<file path="config.mk">
export PLATFORM = sky130hd
export DESIGN_NAME = bus_arbiter_rr
export DESIGN_NICKNAME = d
export VERILOG_FILES = /design/src/rtl/bus_arbiter_rr.sv
export SDC_FILE = /design/constraint.sdc
export NUM_CORES = 1
export LEC_CHECK = 0
export CORE_AREA = 4 4 219 221
export CTS_BUF_LIST = sky130_fd_sc_hd__clkbuf_8
export CTS_CLUSTER_DIAMETER = 30
export DETAILED_ROUTE_END_ITERATION = 8
export DIE_AREA = 0 0 223 225
export PLACE_DENSITY = 0.42
export REMOVE_ABC_BUFFERS = 1
export SYNTH_ARGS = -nofsm -noshare
export SYNTH_HDL_FRONTEND = slang
export SYNTH_SLANG_ARGS = --single-unit
export TNS_END_PERCENT = 100
</file>
<file path="constraint.sdc">
create_clock -name i_clk -period 2.6 [get_ports i_clk]
set_input_delay 0.52 -clock i_clk [delete_from_list [all_inputs] [get_ports i_clk]]
set_output_delay 0.52 -clock i_clk [all_outputs]
set_load 0.02 [all_outputs]
</file>
<file path="src/rtl/bus_arbiter_rr.sv">
// Round-robin N-to-1 arbiter for the shared system bus with a registered grant,
// an atomic lock that keeps the owner across LR/SC/AMO sequences, and an ack watchdog.
module bus_arbiter_rr #(
  parameter int N_MASTERS = 4,
  parameter int ID_W      = 2,
  parameter int TIMEOUT   = 255
) (
  input  logic                   i_clk,
  input  logic                   i_rst,
  input  logic [N_MASTERS-1:0]   i_bus_en,
  input  logic [N_MASTERS-1:0]   i_wr_rd,
  input  logic [32*N_MASTERS-1:0] i_wr_data,
  input  logic [32*N_MASTERS-1:0] i_addr,
  input  logic [4*N_MASTERS-1:0] i_byte_en,
  input  logic [N_MASTERS-1:0]   i_atomic,
  input  logic [7*N_MASTERS-1:0] i_operation,
  output logic [N_MASTERS-1:0]   o_ack,
  output logic [N_MASTERS-1:0]   o_err,
  output logic [32*N_MASTERS-1:0] o_rd_data,
  input  logic                   i_ack,
  input  logic [31:0]            i_rd_data,
  output logic [ID_W-1:0]        o_id,
  output logic                   o_bus_en,
  output logic                   o_wr_en,
  output logic [31:0]            o_wr_data,
  output logic [31:0]            o_addr,
  output logic [3:0]             o_byte_en,
  output logic                   o_atomic,
  output logic [6:0]             o_operation,
  output logic                   o_busy
);

  localparam int WDOG_W = (TIMEOUT > 1) ? $clog2(TIMEOUT + 1) : 1;

  typedef enum logic [1:0] {
    IDLE = 2'd0,
    BUSY = 2'd1,
    LOCK = 2'd2
  } state_t;

  state_t            state_reg, state_next;
  logic [ID_W-1:0]   owner_reg, owner_next;
  logic [ID_W-1:0]   last_reg, last_next;
  logic [WDOG_W-1:0] wdog_reg, wdog_next;

  logic [31:0] wr_data_arr [N_MASTERS];
  logic [31:0] addr_arr    [N_MASTERS];
  logic [3:0]  byte_en_arr [N_MASTERS];
  logic [6:0]  op_arr      [N_MASTERS];

  logic [ID_W-1:0]      rot_idx [N_MASTERS];
  logic [N_MASTERS-1:0] rot_req;
  logic [ID_W-1:0]      grant_idx;
  logic                 grant_any;

  logic owner_req;
  logic owner_atomic;
  logic bus_active;
  logic timeout_hit;

  // rot_req[k] is the request of the master k+1 positions after the last owner
  genvar gi;
  generate
    for (gi = 0; gi < N_MASTERS; gi++) begin : g_rot
      logic [ID_W:0] sum;
      assign sum = {1'b0, last_reg} + (ID_W+1)'(gi + 1);
      assign rot_idx[gi] = (sum >= (ID_W+1)'(N_MASTERS)) ?
                           ID_W'(sum - (ID_W+1)'(N_MASTERS)) : sum[ID_W-1:0];
      assign rot_req[gi] = i_bus_en[rot_idx[gi]];

      assign wr_data_arr[gi] = i_wr_data[32*gi +: 32];
      assign addr_arr[gi]    = i_addr[32*gi +: 32];
      assign byte_en_arr[gi] = i_byte_en[4*gi +: 4];
      assign op_arr[gi]      = i_operation[7*gi +: 7];
    end
  endgenerate

  assign grant_any = |rot_req;

  always_comb begin
    grant_idx = '0;
    for (int k = N_MASTERS - 1; k >= 0; k--) begin
      if (rot_req[k]) grant_idx = rot_idx[k];
    end
  end

  assign owner_req    = i_bus_en[owner_reg];
  assign owner_atomic = i_atomic[owner_reg];
  assign bus_active   = (state_reg == BUSY) || (state_reg == LOCK);

  // An owner that withdraws its request aborts silently, even on the timeout cycle
  assign timeout_hit = (TIMEOUT != 0) && (state_reg == BUSY) && !i_ack && owner_req &&
                       (wdog_reg == WDOG_W'(TIMEOUT - 1));

  always_ff @(posedge i_clk or negedge i_rst) begin
    if (!i_rst) begin
      state_reg <= IDLE;
      owner_reg <= '0;
      last_reg  <= ID_W'(N_MASTERS - 1);
      wdog_reg  <= '0;
    end else begin
      state_reg <= state_next;
      owner_reg <= owner_next;
      last_reg  <= last_next;
      wdog_reg  <= wdog_next;
    end
  end

  always_comb begin
    state_next = state_reg;
    owner_next = owner_reg;
    last_next  = last_reg;
    wdog_next  = wdog_reg;
    case (state_reg)
      IDLE: begin
        if (grant_any) begin
          owner_next = grant_idx;
          wdog_next  = '0;
          state_next = BUSY;
        end
      end
      BUSY: begin
        if (i_ack) begin
          last_next  = owner_reg;
          state_next = owner_atomic ? LOCK : IDLE;
        end else if (!owner_req || timeout_hit) begin
          last_next  = owner_reg;
          state_next = IDLE;
        end else begin
          wdog_next = wdog_reg + WDOG_W'(1);
        end
      end
      LOCK: begin
        if (owner_req) begin
          wdog_next  = '0;
          state_next = BUSY;
        end else if (!owner_atomic) begin
          state_next = IDLE;
        end
      end
      default: state_next = IDLE;
    endcase
  end

  always_comb begin
    o_id        = '0;
    o_wr_en     = 1'b0;
    o_wr_data   = '0;
    o_addr      = '0;
    o_byte_en   = '0;
    o_atomic    = 1'b0;
    o_operation = '0;
    if (bus_active) begin
      o_id        = owner_reg;
      o_wr_en     = i_wr_rd[owner_reg];
      o_wr_data   = wr_data_arr[owner_reg];
      o_addr      = addr_arr[owner_reg];
      o_byte_en   = byte_en_arr[owner_reg];
      o_atomic    = owner_atomic;
      o_operation = op_arr[owner_reg];
    end
  end

  assign o_bus_en = (state_reg == BUSY) && owner_req && !i_ack;
  assign o_busy   = (state_reg != IDLE);

  // Return path is combinational so the owner sees ack/data in the bus ack cycle
  generate
    for (gi = 0; gi < N_MASTERS; gi++) begin : g_ret
      logic is_owner;
      assign is_owner = (state_reg == BUSY) && (owner_reg == ID_W'(gi));
      assign o_ack[gi]              = is_owner && (i_ack || timeout_hit);
      assign o_err[gi]              = is_owner && timeout_hit;
      assign o_rd_data[32*gi +: 32] = is_owner ? i_rd_data : 32'h0;
    end
  endgenerate

endmodule
</file>
==> results of run 1 <==
-- stage by stage --
| step | std cells | setup TNS, ps | hold slack (ps) | setup WS (ps) | power, W |
|---|---|---|---|---|---|
| 6_report | 1653 | 0 | 560.4 | 33.11 | 0.01081 |
| 5_1_grt | 1650 | -59.79 | 591.5 | -31.18 | 0.01151 |
| 4_1_cts | 1650 | -42.88 | 559.1 | -16.74 | 0.01104 |
| 3_3_place_gp | 1636 | -6579 | 526.3 | -440.9 | 0.01098 |
| 2_1_floorplan | 406 | -508820 | 224.4 | -2753 | 0.005386 |
| 3_5_place_dp | 1636 | -6734 | 539.2 | -471.3 | 0.01096 |
-- critical path, stage by stage, from the launching register on --
cell,delay (ps)
dfrtp_4,510
buf_12,160
buf_12,130
buf_6,110
buf_6,110
mux4_2,470
and2_4,170
buf_6,130
-- layout by cell type, fill, tap and decap left out, types with 3 or more instances in the layout --
cell type | netlist | final
clkdlybuf4s50_1 | 0 | 345
and2_1 | 177 | 166
buf_2 | 9 | 87
mux4_2 | 78 | 78
dlygate4sd2_1 | 0 | 57
buf_4 | 2 | 53
and3_1 | 33 | 33
clkdlybuf4s15_1 | 0 | 20
nand2_1 | 18 | 17
clkbuf_2 | 0 | 16
buf_6 | 2 | 16
buf_12 | 0 | 16
clkdlybuf4s15_2 | 0 | 12
and2_4 | 0 | 11
nor2_1 | 12 | 10
dfrtp_1 | 12 | 10
inv_1 | 7 | 7
nor3_1 | 7 | 6
o21ai_0 | 5 | 5
ha_1 | 6 | 5
diode_2 | 0 | 4
clkbuf_8 | 0 | 4
buf_8 | 0 | 4
nand2b_1 | 3 | 3
nor2b_1 | 4 | 3
a21oi_1 | 4 | 3
nand3_1 | 3 | 3
a221o_1 | 3 | 3
o22a_1 | 3 | 3
-- final cells by class --
cell class	instances	area, sq um	share of cell area [%]
timing repair buffer	632	5904	54.02
multi-input combinational	385	3814	34.89
tap	607	759.5	6.949
sequential	14	360.3	3.297
clock buffer	4	55.05	0.5037
inverter	7	26.28	0.2404
antenna	4	10.01	0.09159
-- power by group through the flow --
stage | logic [W] | clock network, W | registers (W)
detailed placement | 0.0105 | 0 | 0.000423
CTS | 0.0104 | 0.000231 | 0.000440
global route | 0.0108 | 0.000242 | 0.000454
global placement | 0.0106 | 0 | 0.000424
finish | 0.0102 | 0.000219 | 0.000437
floorplan | 0.00457 | 0 | 0.000815
-- synthesized netlist by cell type, drive strengths merged, types with 2 or more instances --
cell type	instances	area, sq um
o22a	3	26.28
nor2	12	45.04
dfstp	2	52.55
inv	7	26.28
mux2i	4	43.79
o21ai	5	25.02
nand2	19	73.82
a221o	3	30.03
nand3	4	25.02
o22ai	2	18.77
ha	6	75.07
clkbuf	27	101.4
buf	19	105.1
o311ai	2	32.53
a21oi	4	20.02
and3	33	206.5
mux4	78	1757
nand4b	2	17.52
dfrtp	12	300.3
nor3	7	35.03
nor3b	3	27.52
and2	177	1107
nor2b	4	25.02
nand2b	4	32.53
mux2	3	37.53
-- cells by family after synthesis --
family | after synthesis | synth area share [%]
multiplexers | 85 | 42.47
AND/OR/NAND/NOR | 270 | 37.76
adder cells (fa/ha/maj) | 6 | 1.735
flip-flops | 14 | 8.153
buffers and inverters | 53 | 5.377
AO/OA/AOI/OAI | 24 | 4.510
-- what timing repair did --
item	CTS	global route
buffers inserted	9	1
resized for setup	532	86
setup endpoints to repair	206	82
pin swaps	4	0
hold buffers	0	0
gates cloned	3	1
-- per-layer routing --
layer  vias to the layer above  track usage (%)  part of all wire (%)
li1                       2856                -                     -
met1                      3009            17.18                    39
met2                       270            24.74                    51
met3                        34            3.804                   8.1
met4                        10            1.471                   1.4
met5                         -                0                  0.17
-- how the worst min path moves through the flow --
stage	start	endpoint	slack, ps	cells after the start
6_report	wdog_reg[4]	wdog_reg[4]	560	1
5_1_grt	wdog_reg[4]	wdog_reg[4]	590	1
4_1_cts	wdog_reg[4]	wdog_reg[4]	560	1
3_5_place_dp	wdog_reg[4]	wdog_reg[4]	540	1
3_3_place_gp	wdog_reg[4]	wdog_reg[4]	530	1
2_1_floorplan	i_rst	owner_reg[0]	220	0
==> summary.txt, run 1 <==
Place
  – Last weighted congestion value of the routability-driven placer: 0.8658
  – Placement Cell Area: 11,130 sq um
  – Port-buffer cells: 563
  – Final HPWL from detailed placement: 31.91 mm

Clock network
  – Worst-skew pair later-pin latency: 250 ps
  – Clock transition at the registers of the reported paths: 70 ps
  – H-tree level count: 1
  – Maximum number of buffers from clock root to sink: 2
  – CTS buffer count: 3
  – Clock root buffer: clkbuf_8
  – Num Clock Sinks: 14
  – Clock tree from TritonCTS: built

Final layout
  – Layout cell share with drive strength beyond 1: 31.09%
  – Number of flip-flops in the largest register: 8
  – Area growth from synthesis to layout: 152.5%
  – Final core occ: 23.68%
  – Fillers: 5,116
  – Final Net Count: 1,396
  – Design Area, Final: 10,930 sq um

Critical path
  – Reg-to-reg critical path endpoint: wdog_reg[7]
  – Arrival time at the worst endpoint: 2050 ps
  – CP Launch Type: flop
  – Worst setup path end: o_byte_en[0]
  – Worst Path Max Fanout: 9
  – Required time at the worst-slack endpoint: 2080 ps
  – Launch point of the worst path: owner_reg[0]
  – Setup slack on the worst flop-to-flop path: 440 ps
  – Worst setup EP type: output port
  – Cell count of the worst reg-to-reg path: 7
  – Critical path class: flop to output port
  – Beginning of the worst register-to-register path: owner_reg[1]

Yosys
  – Cells after synthesis: 452
  – Share of synthesized flip-flops with an asynchronous set or reset: 100.0%
  – Mapped cell area: 4328 sq um
  – Number of warnings reported in the yosys synthesis log: 0
  – Main flop type after synthesis: dfrtp_1
  – Number of synthesized flops with an enable pin: 0
  – Share of synthesized area occupied by flip-flops and latches: 8.153%
  – Distinct cell type count of the synthesized netlist: 45
  – Yosys reg bits: 14
  – Mean post-synth cell area: 9.575 sq um

Floorplanning
  – Core region area: 46,160 sq um
  – Number of rows created at floorplan: 79
  – Area enclosed by the die boundary: 50,180 sq um
  – I/O Pins: 564
  – Die Span Y: 225 microns
  – Horizontal extent of the die: 223 microns
  – Effective utilization at floorplan: 9.376%

Global routing
  – Global-route wire length before repair: 51.03 mm
  – Number of global-route vias before repair: 6,432
  – Combined global-route utilization of all metal layers: 13.81%
  – Total congestion overflow: 0
  – Pin count of the biggest net entering global routing: 47
  – Initial antenna violation count: 14

STA
  – Number of pins with negative max-slew slack in the final report: 0
  – Final critical delay including setup and external delays: 2567 ps
  – Skew final: 5.334 ps
  – Final hold vios: 0
  – Setup repair after global routing missed its margin: true
  – Slew @ Worst Pin: 724.7 ps
  – Normalized max-slew margin: 51.54%
  – Count of final setup violators: 0
  – Post-route clock period utilization: 98.73%
  – Maximum frequency from static timing analysis: 0.3896 GHz

Route
  – Number of search-and-repair iterations in the first detailed-routing pass: 4
  – Average wire per cell in the routed design: 22.84 microns
  – Post-detailed-route via-to-cell ratio: 3.738
  – Antenna viol nets, final: 0
  – DR DRC count: 0
  – DR vias: 6,179
  – Wire length after detailed routing: 37.76 mm
  – Starting DRT DRC Count: 251

Power and ir drop
  – Net switching power figure: 0.005489 W
  – Share of power burned in the clock network: 2.0%
  – Switching portion of total power: 50.77%
  – P_leak: 4.765 nW
  – Share of power burned in combinational logic: 93.9%
  – Internal power consumption: 0.005322 W
  – Power per standard cell area: 989.1 nW/um^2
  – IR Drop Worst-Case VDD: 0.0004261 V
  – Part of the power in registers: 4.0%

Job
  – Count of maximum capacitance violations: 0

Min path
  – Min-Delay Path Class: flop to flop

Run status
  – Result of the run: complete, no violations
Note: power is estimated with default switching activity, not from simulation.
==> run 2: changes to the inputs <==
--- a/config.mk
+++ b/config.mk
@@ -8,6 +8,7 @@
 export CORE_AREA = 4 4 219 221
 export CTS_BUF_LIST = sky130_fd_sc_hd__clkbuf_8
 export CTS_CLUSTER_DIAMETER = 30
+export CTS_CLUSTER_SIZE = 24
 export DETAILED_ROUTE_END_ITERATION = 8
 export DIE_AREA = 0 0 223 225
 export PLACE_DENSITY = 0.42
==> results of run 2 <==
Final layout, timing and power as in run 1 (identical DEF).
